===== config.mk =====
export PLATFORM = sky130hd
export DESIGN_NAME = ex_mem_reg_flat
export DESIGN_NICKNAME = d
export VERILOG_FILES = /design/src/rtl/ex_mem_reg_pkg.sv /design/src/rtl/ex_mem_reg_if.sv /design/src/rtl/ex_mem_reg_hilo_split.sv /design/src/rtl/ex_mem_reg.sv /design/src/flat_wrapper.sv
export SDC_FILE = /design/constraint.sdc
export NUM_CORES = 1
export LEC_CHECK = 0
export ABC_AREA = 1
export BUFFER_PORTS_ARGS = -buffer_cell sky130_fd_sc_hd__buf_4
export CAP_MARGIN = 0
export CORE_AREA = 2 2 170 172
export CTS_CLUSTER_DIAMETER = 50
export CTS_CLUSTER_SIZE = 25
export DETAILED_ROUTE_END_ITERATION = 16
export DIE_AREA = 0 0 172 174
export PLACE_DENSITY = 0.55
export SYNTH_ARGS = -nofsm -noshare
export SYNTH_HDL_FRONTEND = slang
export SYNTH_HIERARCHICAL = 1
export SYNTH_SLANG_ARGS = --single-unit

===== constraint.sdc =====
create_clock -name clk_i -period 2.49 [get_ports clk_i]
set_input_delay 0.1245 -clock clk_i [delete_from_list [all_inputs] [get_ports clk_i]]
set_output_delay 0.1245 -clock clk_i [all_outputs]
set_load 0.01 [all_outputs]

===== src/rtl/ex_mem_reg_pkg.sv =====
// Shared pipeline definitions for the EX/MEM register: stall bus layout,
// exception bit positions and the ALU operation / result-class codes.
package ex_mem_reg_pkg;

    localparam int STALL_W   = 6;
    localparam int STALL_EX  = 3;
    localparam int STALL_MEM = 4;
    localparam int EXCEPT_OV = 12;
    localparam int ALUOP_W   = 8;
    localparam int ALUSEL_W  = 3;

    typedef logic [STALL_W-1:0]  stall_bus_t;
    typedef logic [ALUOP_W-1:0]  aluop_t;
    typedef logic [ALUSEL_W-1:0] alusel_t;

    localparam aluop_t EXE_NOP_OP   = 8'b0000_0000;
    localparam aluop_t EXE_MTHI_OP  = 8'b0001_0001;
    localparam aluop_t EXE_MTLO_OP  = 8'b0001_0011;
    localparam aluop_t EXE_MULT_OP  = 8'b0001_1000;
    localparam aluop_t EXE_MULTU_OP = 8'b0001_1001;
    localparam aluop_t EXE_DIV_OP   = 8'b0001_1010;
    localparam aluop_t EXE_DIVU_OP  = 8'b0001_1011;
    localparam aluop_t EXE_ADD_OP   = 8'b0010_0000;
    localparam aluop_t EXE_ADDU_OP  = 8'b0010_0001;
    localparam aluop_t EXE_OR_OP    = 8'b0010_0101;

    localparam alusel_t EXE_RES_NOP        = 3'b000;
    localparam alusel_t EXE_RES_LOGIC      = 3'b001;
    localparam alusel_t EXE_RES_MOVE       = 3'b011;
    localparam alusel_t EXE_RES_ARITHMETIC = 3'b100;

    // Multiply/divide results occupy the full 64-bit ALU output.
    function automatic logic is_muldiv(input aluop_t op);
        return (op == EXE_MULT_OP) || (op == EXE_MULTU_OP) ||
               (op == EXE_DIV_OP)  || (op == EXE_DIVU_OP);
    endfunction

endpackage


===== src/rtl/ex_mem_reg_if.sv =====
// EX-to-MEM bundle: EX-stage result/control fields in, registered MEM fields
// and the stall request out. master = EX side, slave = the pipeline register.
interface ex_mem_reg_if
    import ex_mem_reg_pkg::*;
#(
    parameter int ADDR_W = 32,
    parameter int REG_AW = 5
);
    logic              ex_valid_i;
    logic [ADDR_W-1:0] ex_pc_i;
    aluop_t            ex_aluop_i;
    alusel_t           ex_alusel_i;
    logic [REG_AW-1:0] ex_wd_i;
    logic              ex_wreg_i;
    logic [63:0]       ex_wdata_i;
    logic              ex_ok_i;
    logic              ex_overflow_i;
    logic [31:0]       ex_mem_addr_i;
    logic [31:0]       ex_reg2_i;
    logic              ex_in_delayslot_i;

    logic              stallreq_o;
    logic              mem_valid_o;
    logic [ADDR_W-1:0] mem_pc_o;
    aluop_t            mem_aluop_o;
    logic [REG_AW-1:0] mem_wd_o;
    logic              mem_wreg_o;
    logic [31:0]       mem_wdata_o;
    logic              mem_whilo_o;
    logic [31:0]       mem_hi_o;
    logic [31:0]       mem_lo_o;
    logic [31:0]       mem_mem_addr_o;
    logic [31:0]       mem_reg2_o;
    logic [31:0]       mem_excepttype_o;
    logic              mem_in_delayslot_o;

    modport master (
        output ex_valid_i, ex_pc_i, ex_aluop_i, ex_alusel_i, ex_wd_i, ex_wreg_i,
               ex_wdata_i, ex_ok_i, ex_overflow_i, ex_mem_addr_i, ex_reg2_i,
               ex_in_delayslot_i,
        input  stallreq_o, mem_valid_o, mem_pc_o, mem_aluop_o, mem_wd_o, mem_wreg_o,
               mem_wdata_o, mem_whilo_o, mem_hi_o, mem_lo_o, mem_mem_addr_o,
               mem_reg2_o, mem_excepttype_o, mem_in_delayslot_o
    );

    modport slave (
        input  ex_valid_i, ex_pc_i, ex_aluop_i, ex_alusel_i, ex_wd_i, ex_wreg_i,
               ex_wdata_i, ex_ok_i, ex_overflow_i, ex_mem_addr_i, ex_reg2_i,
               ex_in_delayslot_i,
        output stallreq_o, mem_valid_o, mem_pc_o, mem_aluop_o, mem_wd_o, mem_wreg_o,
               mem_wdata_o, mem_whilo_o, mem_hi_o, mem_lo_o, mem_mem_addr_o,
               mem_reg2_o, mem_excepttype_o, mem_in_delayslot_o
    );
endinterface


===== src/rtl/ex_mem_reg_hilo_split.sv =====
// Maps the ALU operation and its 64-bit result onto HI/LO write data.
// MTHI/MTLO zero the other half; the MEM stage merges with architectural HI/LO.
module ex_mem_reg_hilo_split
    import ex_mem_reg_pkg::*;
(
    input  aluop_t      aluop,
    input  logic [63:0] wdata,
    output logic        whilo,
    output logic [31:0] hi,
    output logic [31:0] lo
);

    always_comb begin
        whilo = 1'b0;
        hi    = '0;
        lo    = '0;
        if (is_muldiv(aluop)) begin
            whilo = 1'b1;
            hi    = wdata[63:32];
            lo    = wdata[31:0];
        end else if (aluop == EXE_MTHI_OP) begin
            whilo = 1'b1;
            hi    = wdata[31:0];
        end else if (aluop == EXE_MTLO_OP) begin
            whilo = 1'b1;
            lo    = wdata[31:0];
        end
    end

endmodule


===== src/rtl/ex_mem_reg.sv =====
// EX/MEM pipeline register: captures ALU result and control fields, with
// bubble/hold/flush sequencing and a stall request while the divider is busy.
module ex_mem_reg
    import ex_mem_reg_pkg::*;
#(
    parameter int ADDR_W = 32,
    parameter int REG_AW = 5
) (
    input  logic       clk_i,
    input  logic       rst_i,
    input  stall_bus_t stall_i,
    input  logic       flush_i,
    ex_mem_reg_if.slave bus
);

    typedef struct packed {
        logic              valid;
        logic [ADDR_W-1:0] pc;
        aluop_t            aluop;
        logic [REG_AW-1:0] wd;
        logic              wreg;
        logic [31:0]       wdata;
        logic              whilo;
        logic [31:0]       hi;
        logic [31:0]       lo;
        logic [31:0]       mem_addr;
        logic [31:0]       reg2;
        logic [31:0]       excepttype;
        logic              in_delayslot;
    } mem_regs_t;

    mem_regs_t   q;
    mem_regs_t   captured;
    logic        split_whilo;
    logic [31:0] split_hi;
    logic [31:0] split_lo;
    logic        ov_hit;
    logic        bubble;
    logic        unused_stall;

    assign unused_stall = ^{stall_i[STALL_W-1], stall_i[STALL_EX-1:0]};

    ex_mem_reg_hilo_split u_hilo_split (
        .aluop (bus.ex_aluop_i),
        .wdata (bus.ex_wdata_i),
        .whilo (split_whilo),
        .hi    (split_hi),
        .lo    (split_lo)
    );

    // Overflow only matters for arithmetic-class results; it suppresses the
    // GPR write and is reported to MEM as an exception cause.
    assign ov_hit = bus.ex_overflow_i && (bus.ex_alusel_i == EXE_RES_ARITHMETIC);
    assign bubble = stall_i[STALL_EX] && !stall_i[STALL_MEM];

    always_comb begin
        captured = '0;
        if (bus.ex_valid_i) begin
            captured.valid                 = 1'b1;
            captured.pc                    = bus.ex_pc_i;
            captured.aluop                 = bus.ex_aluop_i;
            captured.wd                    = bus.ex_wd_i;
            captured.wreg                  = bus.ex_wreg_i && !ov_hit;
            captured.wdata                 = bus.ex_wdata_i[31:0];
            captured.whilo                 = split_whilo;
            captured.hi                    = split_hi;
            captured.lo                    = split_lo;
            captured.mem_addr              = bus.ex_mem_addr_i;
            captured.reg2                  = bus.ex_reg2_i;
            captured.excepttype[EXCEPT_OV] = ov_hit;
            captured.in_delayslot          = bus.ex_in_delayslot_i;
        end
    end

    // Reset, flush and an EX-stalled/MEM-running pipeline all load a bubble;
    // with both EX and MEM stalled the register simply holds.
    always_ff @(posedge clk_i) begin
        if (rst_i || flush_i || bubble) begin
            q <= '0;
        end else if (!stall_i[STALL_EX]) begin
            q <= captured;
        end
    end

    assign bus.stallreq_o         = !rst_i && bus.ex_valid_i && !bus.ex_ok_i;
    assign bus.mem_valid_o        = q.valid;
    assign bus.mem_pc_o           = q.pc;
    assign bus.mem_aluop_o        = q.aluop;
    assign bus.mem_wd_o           = q.wd;
    assign bus.mem_wreg_o         = q.wreg;
    assign bus.mem_wdata_o        = q.wdata;
    assign bus.mem_whilo_o        = q.whilo;
    assign bus.mem_hi_o           = q.hi;
    assign bus.mem_lo_o           = q.lo;
    assign bus.mem_mem_addr_o     = q.mem_addr;
    assign bus.mem_reg2_o         = q.reg2;
    assign bus.mem_excepttype_o   = q.excepttype;
    assign bus.mem_in_delayslot_o = q.in_delayslot;

endmodule


===== src/flat_wrapper.sv =====
// flat-port wrapper written by rule: the top's interface ports become plain ports
module ex_mem_reg_flat import ex_mem_reg_pkg::*;
#(
    parameter int ADDR_W = 32,
    parameter int REG_AW = 5
)
  (clk_i, rst_i, stall_i, flush_i, bus_ex_valid_i, bus_ex_pc_i, bus_ex_aluop_i, bus_ex_alusel_i, bus_ex_wd_i, bus_ex_wreg_i, bus_ex_wdata_i, bus_ex_ok_i, bus_ex_overflow_i, bus_ex_mem_addr_i, bus_ex_reg2_i, bus_ex_in_delayslot_i, bus_stallreq_o, bus_mem_valid_o, bus_mem_pc_o, bus_mem_aluop_o, bus_mem_wd_o, bus_mem_wreg_o, bus_mem_wdata_o, bus_mem_whilo_o, bus_mem_hi_o, bus_mem_lo_o, bus_mem_mem_addr_o, bus_mem_reg2_o, bus_mem_excepttype_o, bus_mem_in_delayslot_o);
  ex_mem_reg_if #(.ADDR_W(ADDR_W), .REG_AW(REG_AW)) bus_i ();
  input  logic clk_i;
  input  logic rst_i;
  input  stall_bus_t stall_i;
  input  logic flush_i;
  input wire logic [$bits(bus_i.ex_valid_i)-1:0] bus_ex_valid_i;
  input wire logic [$bits(bus_i.ex_pc_i)-1:0] bus_ex_pc_i;
  input wire logic [$bits(bus_i.ex_aluop_i)-1:0] bus_ex_aluop_i;
  input wire logic [$bits(bus_i.ex_alusel_i)-1:0] bus_ex_alusel_i;
  input wire logic [$bits(bus_i.ex_wd_i)-1:0] bus_ex_wd_i;
  input wire logic [$bits(bus_i.ex_wreg_i)-1:0] bus_ex_wreg_i;
  input wire logic [$bits(bus_i.ex_wdata_i)-1:0] bus_ex_wdata_i;
  input wire logic [$bits(bus_i.ex_ok_i)-1:0] bus_ex_ok_i;
  input wire logic [$bits(bus_i.ex_overflow_i)-1:0] bus_ex_overflow_i;
  input wire logic [$bits(bus_i.ex_mem_addr_i)-1:0] bus_ex_mem_addr_i;
  input wire logic [$bits(bus_i.ex_reg2_i)-1:0] bus_ex_reg2_i;
  input wire logic [$bits(bus_i.ex_in_delayslot_i)-1:0] bus_ex_in_delayslot_i;
  output wire logic [$bits(bus_i.stallreq_o)-1:0] bus_stallreq_o;
  output wire logic [$bits(bus_i.mem_valid_o)-1:0] bus_mem_valid_o;
  output wire logic [$bits(bus_i.mem_pc_o)-1:0] bus_mem_pc_o;
  output wire logic [$bits(bus_i.mem_aluop_o)-1:0] bus_mem_aluop_o;
  output wire logic [$bits(bus_i.mem_wd_o)-1:0] bus_mem_wd_o;
  output wire logic [$bits(bus_i.mem_wreg_o)-1:0] bus_mem_wreg_o;
  output wire logic [$bits(bus_i.mem_wdata_o)-1:0] bus_mem_wdata_o;
  output wire logic [$bits(bus_i.mem_whilo_o)-1:0] bus_mem_whilo_o;
  output wire logic [$bits(bus_i.mem_hi_o)-1:0] bus_mem_hi_o;
  output wire logic [$bits(bus_i.mem_lo_o)-1:0] bus_mem_lo_o;
  output wire logic [$bits(bus_i.mem_mem_addr_o)-1:0] bus_mem_mem_addr_o;
  output wire logic [$bits(bus_i.mem_reg2_o)-1:0] bus_mem_reg2_o;
  output wire logic [$bits(bus_i.mem_excepttype_o)-1:0] bus_mem_excepttype_o;
  output wire logic [$bits(bus_i.mem_in_delayslot_o)-1:0] bus_mem_in_delayslot_o;
  assign bus_i.ex_valid_i = bus_ex_valid_i;
  assign bus_i.ex_pc_i = bus_ex_pc_i;
  assign bus_i.ex_aluop_i = bus_ex_aluop_i;
  assign bus_i.ex_alusel_i = bus_ex_alusel_i;
  assign bus_i.ex_wd_i = bus_ex_wd_i;
  assign bus_i.ex_wreg_i = bus_ex_wreg_i;
  assign bus_i.ex_wdata_i = bus_ex_wdata_i;
  assign bus_i.ex_ok_i = bus_ex_ok_i;
  assign bus_i.ex_overflow_i = bus_ex_overflow_i;
  assign bus_i.ex_mem_addr_i = bus_ex_mem_addr_i;
  assign bus_i.ex_reg2_i = bus_ex_reg2_i;
  assign bus_i.ex_in_delayslot_i = bus_ex_in_delayslot_i;
  assign bus_stallreq_o = bus_i.stallreq_o;
  assign bus_mem_valid_o = bus_i.mem_valid_o;
  assign bus_mem_pc_o = bus_i.mem_pc_o;
  assign bus_mem_aluop_o = bus_i.mem_aluop_o;
  assign bus_mem_wd_o = bus_i.mem_wd_o;
  assign bus_mem_wreg_o = bus_i.mem_wreg_o;
  assign bus_mem_wdata_o = bus_i.mem_wdata_o;
  assign bus_mem_whilo_o = bus_i.mem_whilo_o;
  assign bus_mem_hi_o = bus_i.mem_hi_o;
  assign bus_mem_lo_o = bus_i.mem_lo_o;
  assign bus_mem_mem_addr_o = bus_i.mem_mem_addr_o;
  assign bus_mem_reg2_o = bus_i.mem_reg2_o;
  assign bus_mem_excepttype_o = bus_i.mem_excepttype_o;
  assign bus_mem_in_delayslot_o = bus_i.mem_in_delayslot_o;
  ex_mem_reg #(.ADDR_W(ADDR_W), .REG_AW(REG_AW)) u_core (.clk_i(clk_i), .rst_i(rst_i), .stall_i(stall_i), .flush_i(flush_i), .bus(bus_i));
endmodule

=== Yosys cells after proc, flatten, opt, wreduce, memory -nomap -nowiden ===
Index checks and enable logic that the tools add are counted.

* Bits in registers: 210
* Word-level logic and storage cells: 45

* Reductions and logical operators: 14
* Multiplexer cells: 11
* Eq/ne operators: 7

{| class="wikitable"
|+ Operators by type and width
! cell !! count
|-
| 208-bit two-way mux || 1
|-
| 32-bit two-way mux || 5
|-
| 8-bit by 5-bit equality test with 1-bit output, second input constant || 6
|-
| 1-bit logical AND || 5
|-
| 1-bit logical OR || 5
|-
| 1-bit two-way mux || 5
|-
| 1-bit logical NOT || 4
|-
| 3-bit equality test, second input constant || 1
|}

=== Depth between registers and ports, before layout ===
* Depth in word-level cells: 6
* Gate-level depth with buffers: 9
* Mapped depth without buffers: 7

=== Modules after synthesis ===
The synthesis kept the hierarchy.

{| class="wikitable"
|+ Modules (own cells, without submodules)
! module !! area each (µm²) !! instances !! sequential area each (µm²) !! cells an instance
|-
| ex_mem_reg || 7564.8 || 1 || 4204.0 || 953
|-
| ex_mem_reg_hilo_split || 1143.6 || 1 || 0.0 || 234
|}

=== Worst setup path after synthesis ===
OpenSTA, ideal clock, no wires.

* Kind: in2reg
* Start: input port stall_i[3]
* End: register u_core.q (netlist bit u_core/bus.mem_valid_o)
* Arrival: 875 ps
* Library setup time: 117 ps
* Setup slack: 1498 ps
* Path buffers: 3
* Stages: 6
* Cell sequence: buf_2 inv_1 o21ai_2 buf_2 buf_4 a21oi_1

* Word-level cells in the longest chain between the ends: 2

{| class="wikitable"
|+ RTL lines
! what !! RTL line !! source
|-
| start, declared || flat_wrapper.sv:11 || <nowiki>input stall_bus_t stall_i;</nowiki>
|-
| 1-bit logical AND || ex_mem_reg.sv:54 || <nowiki>assign bubble = stall_i[STALL_EX] && !stall_i[STALL_MEM];</nowiki>
|-
| 1-bit logical OR || ex_mem_reg.sv:78 || <nowiki>if (rst_i || flush_i || bubble) begin</nowiki>
|-
| end signal, assigned || ex_mem_reg.sv:81 || <nowiki>q <= captured;</nowiki>
|-
| end, declared || ex_mem_reg.sv:32 || <nowiki>mem_regs_t q;</nowiki>
|}

Parallel ways exist; a longest one is shown, timed or not.
A chain may end at the register's enable or synchronous reset.

=== Final worst setup path ===
* Start: input port bus_ex_valid_i
* End: register u_core.q (netlist bit u_core/bus.mem_wdata_o[5])

* Word-level cells in the longest chain between the ends: 1

{| class="wikitable"
|+ RTL lines
! what !! RTL line !! source
|-
| start, declared || flat_wrapper.sv:13 || <nowiki>input wire logic [$bits(bus_i.ex_valid_i)-1:0] bus_ex_valid_i;</nowiki>
|-
| 208-bit two-way mux || ex_mem_reg.sv:58 || <nowiki>if (bus.ex_valid_i) begin</nowiki>
|}

No other way between the ends.

==> flow_summary.ini <==
[route]
drtIter0Drc = 666
viasPerCell = 4.55
postRouteWirelength_um = 33500
drc = 0
post_drt_wl_per_cell_um = 15.8
drtPass1Iterations = 6
ant_nets = 0
vias = 9645

[floorplan]
dieArea_sq_mm = 0.0299
die_width_um = 172
ios = 432
rows = 62
coreArea_sq_mm = 0.0282
die_h_um = 174
initial_core_util = 0.308

[layout]
multi_input_area_sq_mm = 0.00366
fin_area_sq_mm = 0.0145
syn_to_final_growth_pct = 66.9
instances_no_fill = 2118
drive_gt1_frac = 0.277
fill_cells = 2745
nets = 1901
seq_area_sq_mm = 0.00420

[clocking]
cts_max_level = 1
clock_path_buffers = 3
clk_pin_slew_worst_paths_ns = 0.07
cts_root_buf = clkbuf_16
clk_latency_ns = 0.54
cts_tree = yes
clock_sinks = 210
numCtsBuffers = 28

[critical_path]
startpoint = bus_ex_valid_i
reg2reg_from = u_core/bus.mem_reg2_o[18]$_SDFFE_PP0N_
reg2reg_slack_ns = 1.78
critPathSlowestCell = dlygate4sd3_1
crit_cells = 7
cp.required_ns = 2.95
critPathKind = in2reg
r2r-end = u_core/bus.mem_reg2_o[18]$_SDFFE_PP0N_
path_delay_family = buffers and inverters
crit_path_frequent_cell = dlygate4sd3_1
end_kind = flip-flop
crit_chain = dlygate4sd3_1, buf_4, inv_1, nor2_8, nand2_1, dlygate4sd3_1, a21oi_1
slowest_delay_ns = 0.58
r2r_cells = 2
arrival_ns = 2.06
cp_num_buf_inv = 4
cp_max_fo = 23
startpoint_type = primary input

[sta]
final.setup.tns_ns = 0
max_clock_freq_mhz = 626
drv_slew = 0
final_critical_path_setup_slack_ns = 0.894
fin_crit_sh = 0.641
rsz0062_at_grt = false
fin_crit_ns = 1.60
slew-limit-headroom = 0.461
hold_viol_final = 0
setup_viol_count_final = 0
finClkSkew_ns = 0
tightest_slew_ns = 0.808

[synthesis]
yosysTopAreaCellShare = 0.483
yosys-top-cells-area = dfxtp_1 48%, nand2_1 20%, a21oi_1 13%
synth_area_sq_mm = 0.00871
yosysWarningCount = 6
syn_inst = 1187
synthFlopType = dfxtp_1
ys_ff_latch = 210
yosys.area.top_type = dfxtp_1
synth_edf_count = 0
ys_async_sr_fraction = 0
syn_area_per_cell_sq_um = 7.34
synthDistinctLibCells = 19
synthTopCellsByCount = 458 x nand2_1, 230 x a21oi_1, 210 x dfxtp_1
yosysMostFrequentCell = nand2_1
synth-seq-area-share = 0.483

[placement]
dpl.hpwl_um = 21500
place_area_sq_mm = 0.0117
pre_cts_ws_ns = 0.912
placed_cells = 1886
gp_congestion = 0.780
port_buffers = 396

[global_routing]
grt-ovfl-total = 0
antenna_found_initial = 1
grt_pass1_wl_um = 51500
grt_max_degree = 137
track_usage = 0.213
grt_pass1_vias = 9410

[hold_path]
hold_start = bus_ex_alusel_i[2]
hold_path_depth = 6
min_path_type = in2reg
hold_path_end = u_core/bus.mem_wreg_o$_SDFFE_PP0N_

[flow_run]
cap_violations = 0

[run_status]
status = finished clean

[pwr]
ir_drop_v = 0.000555
leakagePower_nw = 6.21
power.density_mw_per_mm2 = 609
==> where the power goes <==
group          internal [W]  switching (W)
Combinational      0.000505       0.000496
Clock               0.00273        0.00171
Sequential          0.00340      0.0000205
Total               0.00663        0.00222
==> repair_timing <==
| action | CTS | global route |
|---|---|---|
| buffers inserted | 0 | 0 |
| resized for setup | 0 | 0 |
| hold buffers | 179 | 0 |
| hold endpoints to repair | 193 | 0 |
==> through the flow <==
| stage | utilization | hold slack [ns] | power, W |
|---|---|---|---|
| after floorplan | - | 0.267 | 0.00390 |
| after global placement | 0.414 | 0.376 | 0.00425 |
| after detailed placement | 0.414 | 0.384 | 0.00426 |
| after CTS | 0.515 | 0.0110 | 0.00896 |
| after global routing | 0.515 | 0.0361 | 0.00919 |
| final | 0.515 | 0.0267 | 0.00885 |
==> worst max-delay path by stage <==
stage	slack (ns)	endpoint
6_report	0.89	u_core/bus.mem_wdata_o[5]$_SDFFE_PP0N_
5_1_grt	0.81	u_core/bus.mem_wdata_o[8]$_SDFFE_PP0N_
4_1_cts	0.95	u_core/bus.mem_wdata_o[8]$_SDFFE_PP0N_
3_5_place_dp	0.91	u_core/bus.mem_hi_o[9]$_SDFFE_PP0N_
3_3_place_gp	0.90	u_core/bus.mem_hi_o[9]$_SDFFE_PP0N_
2_1_floorplan	1.50	u_core/bus.mem_valid_o$_SDFFE_PP0N_
==> routing by layer <==
layer | global-route usage | up-vias | wire length (um)
met5 | 0 | - | 0
met1 | 0.269 | 4406 | 13900
li1 | - | 4799 | -
met2 | 0.357 | 387 | 15800
met3 | 0.0531 | 53 | 2750
met4 | 0.0676 | 0 | 974
==> cells by family after synthesis <==
kind of cell | synth area share
other cells | 0.000431
compound gates | 0.144
buf+inv | 0.112
flops | 0.483
simple gates | 0.261
==> cell type report <==
type,instances,area share
flip-flops and latches,210,0.289
diodes,1,0.000172
clock inverters,19,0.0186
clock buffers,33,0.0537
well taps,384,0.0330
inverters,43,0.0111
multi-input cells,839,0.252
repair buffers,589,0.342
==> placed cells by master, fill, tap and decap left out, types with 5 or more instances in the layout <==
| cell | Yosys | final |
|---|---|---|
| nand3_1 | 66 | 66 |
| inv_8 | 0 | 5 |
| conb_1 | 1 | 31 |
| buf_4 | 76 | 401 |
| nor3_1 | 33 | 33 |
| a21oi_2 | 10 | 10 |
| inv_1 | 41 | 41 |
| clkbuf_16 | 0 | 29 |
| a21oi_1 | 230 | 229 |
| dfxtp_1 | 210 | 210 |
| dlygate4sd3_1 | 0 | 179 |
| clkinv_4 | 0 | 5 |
| buf_12 | 0 | 8 |
| nand2_1 | 458 | 458 |
| nor2_1 | 6 | 5 |
==> sequential cells by signal (all words and copies together), names as in the netlist <==
name and flops:
u_core/bus.mem_pc_o 32, u_core/bus.mem_reg2_o 32, u_core/bus.mem_whilo_o 1, u_core/bus.mem_wreg_o 1, u_core/bus.mem_aluop_o 8, u_core/bus.mem_valid_o 1
u_core/bus.mem_wdata_o 32, u_core/bus.mem_mem_addr_o 32, u_core/bus.mem_hi_o 32, u_core/bus.mem_lo_o 32, u_core/bus.mem_excepttype_o 1, u_core/bus.mem_in_delayslot_o 1
u_core/bus.mem_wd_o 5
==> tightest hold or removal path, cell delays in order <==
cell and delay, ns:
buf_4 0.08, nand2_1 0.08, inv_1 0.08, nand2_1 0.05, nand2_1 0.06, a21oi_1 0.05
(Power assumes the default switching activity.)
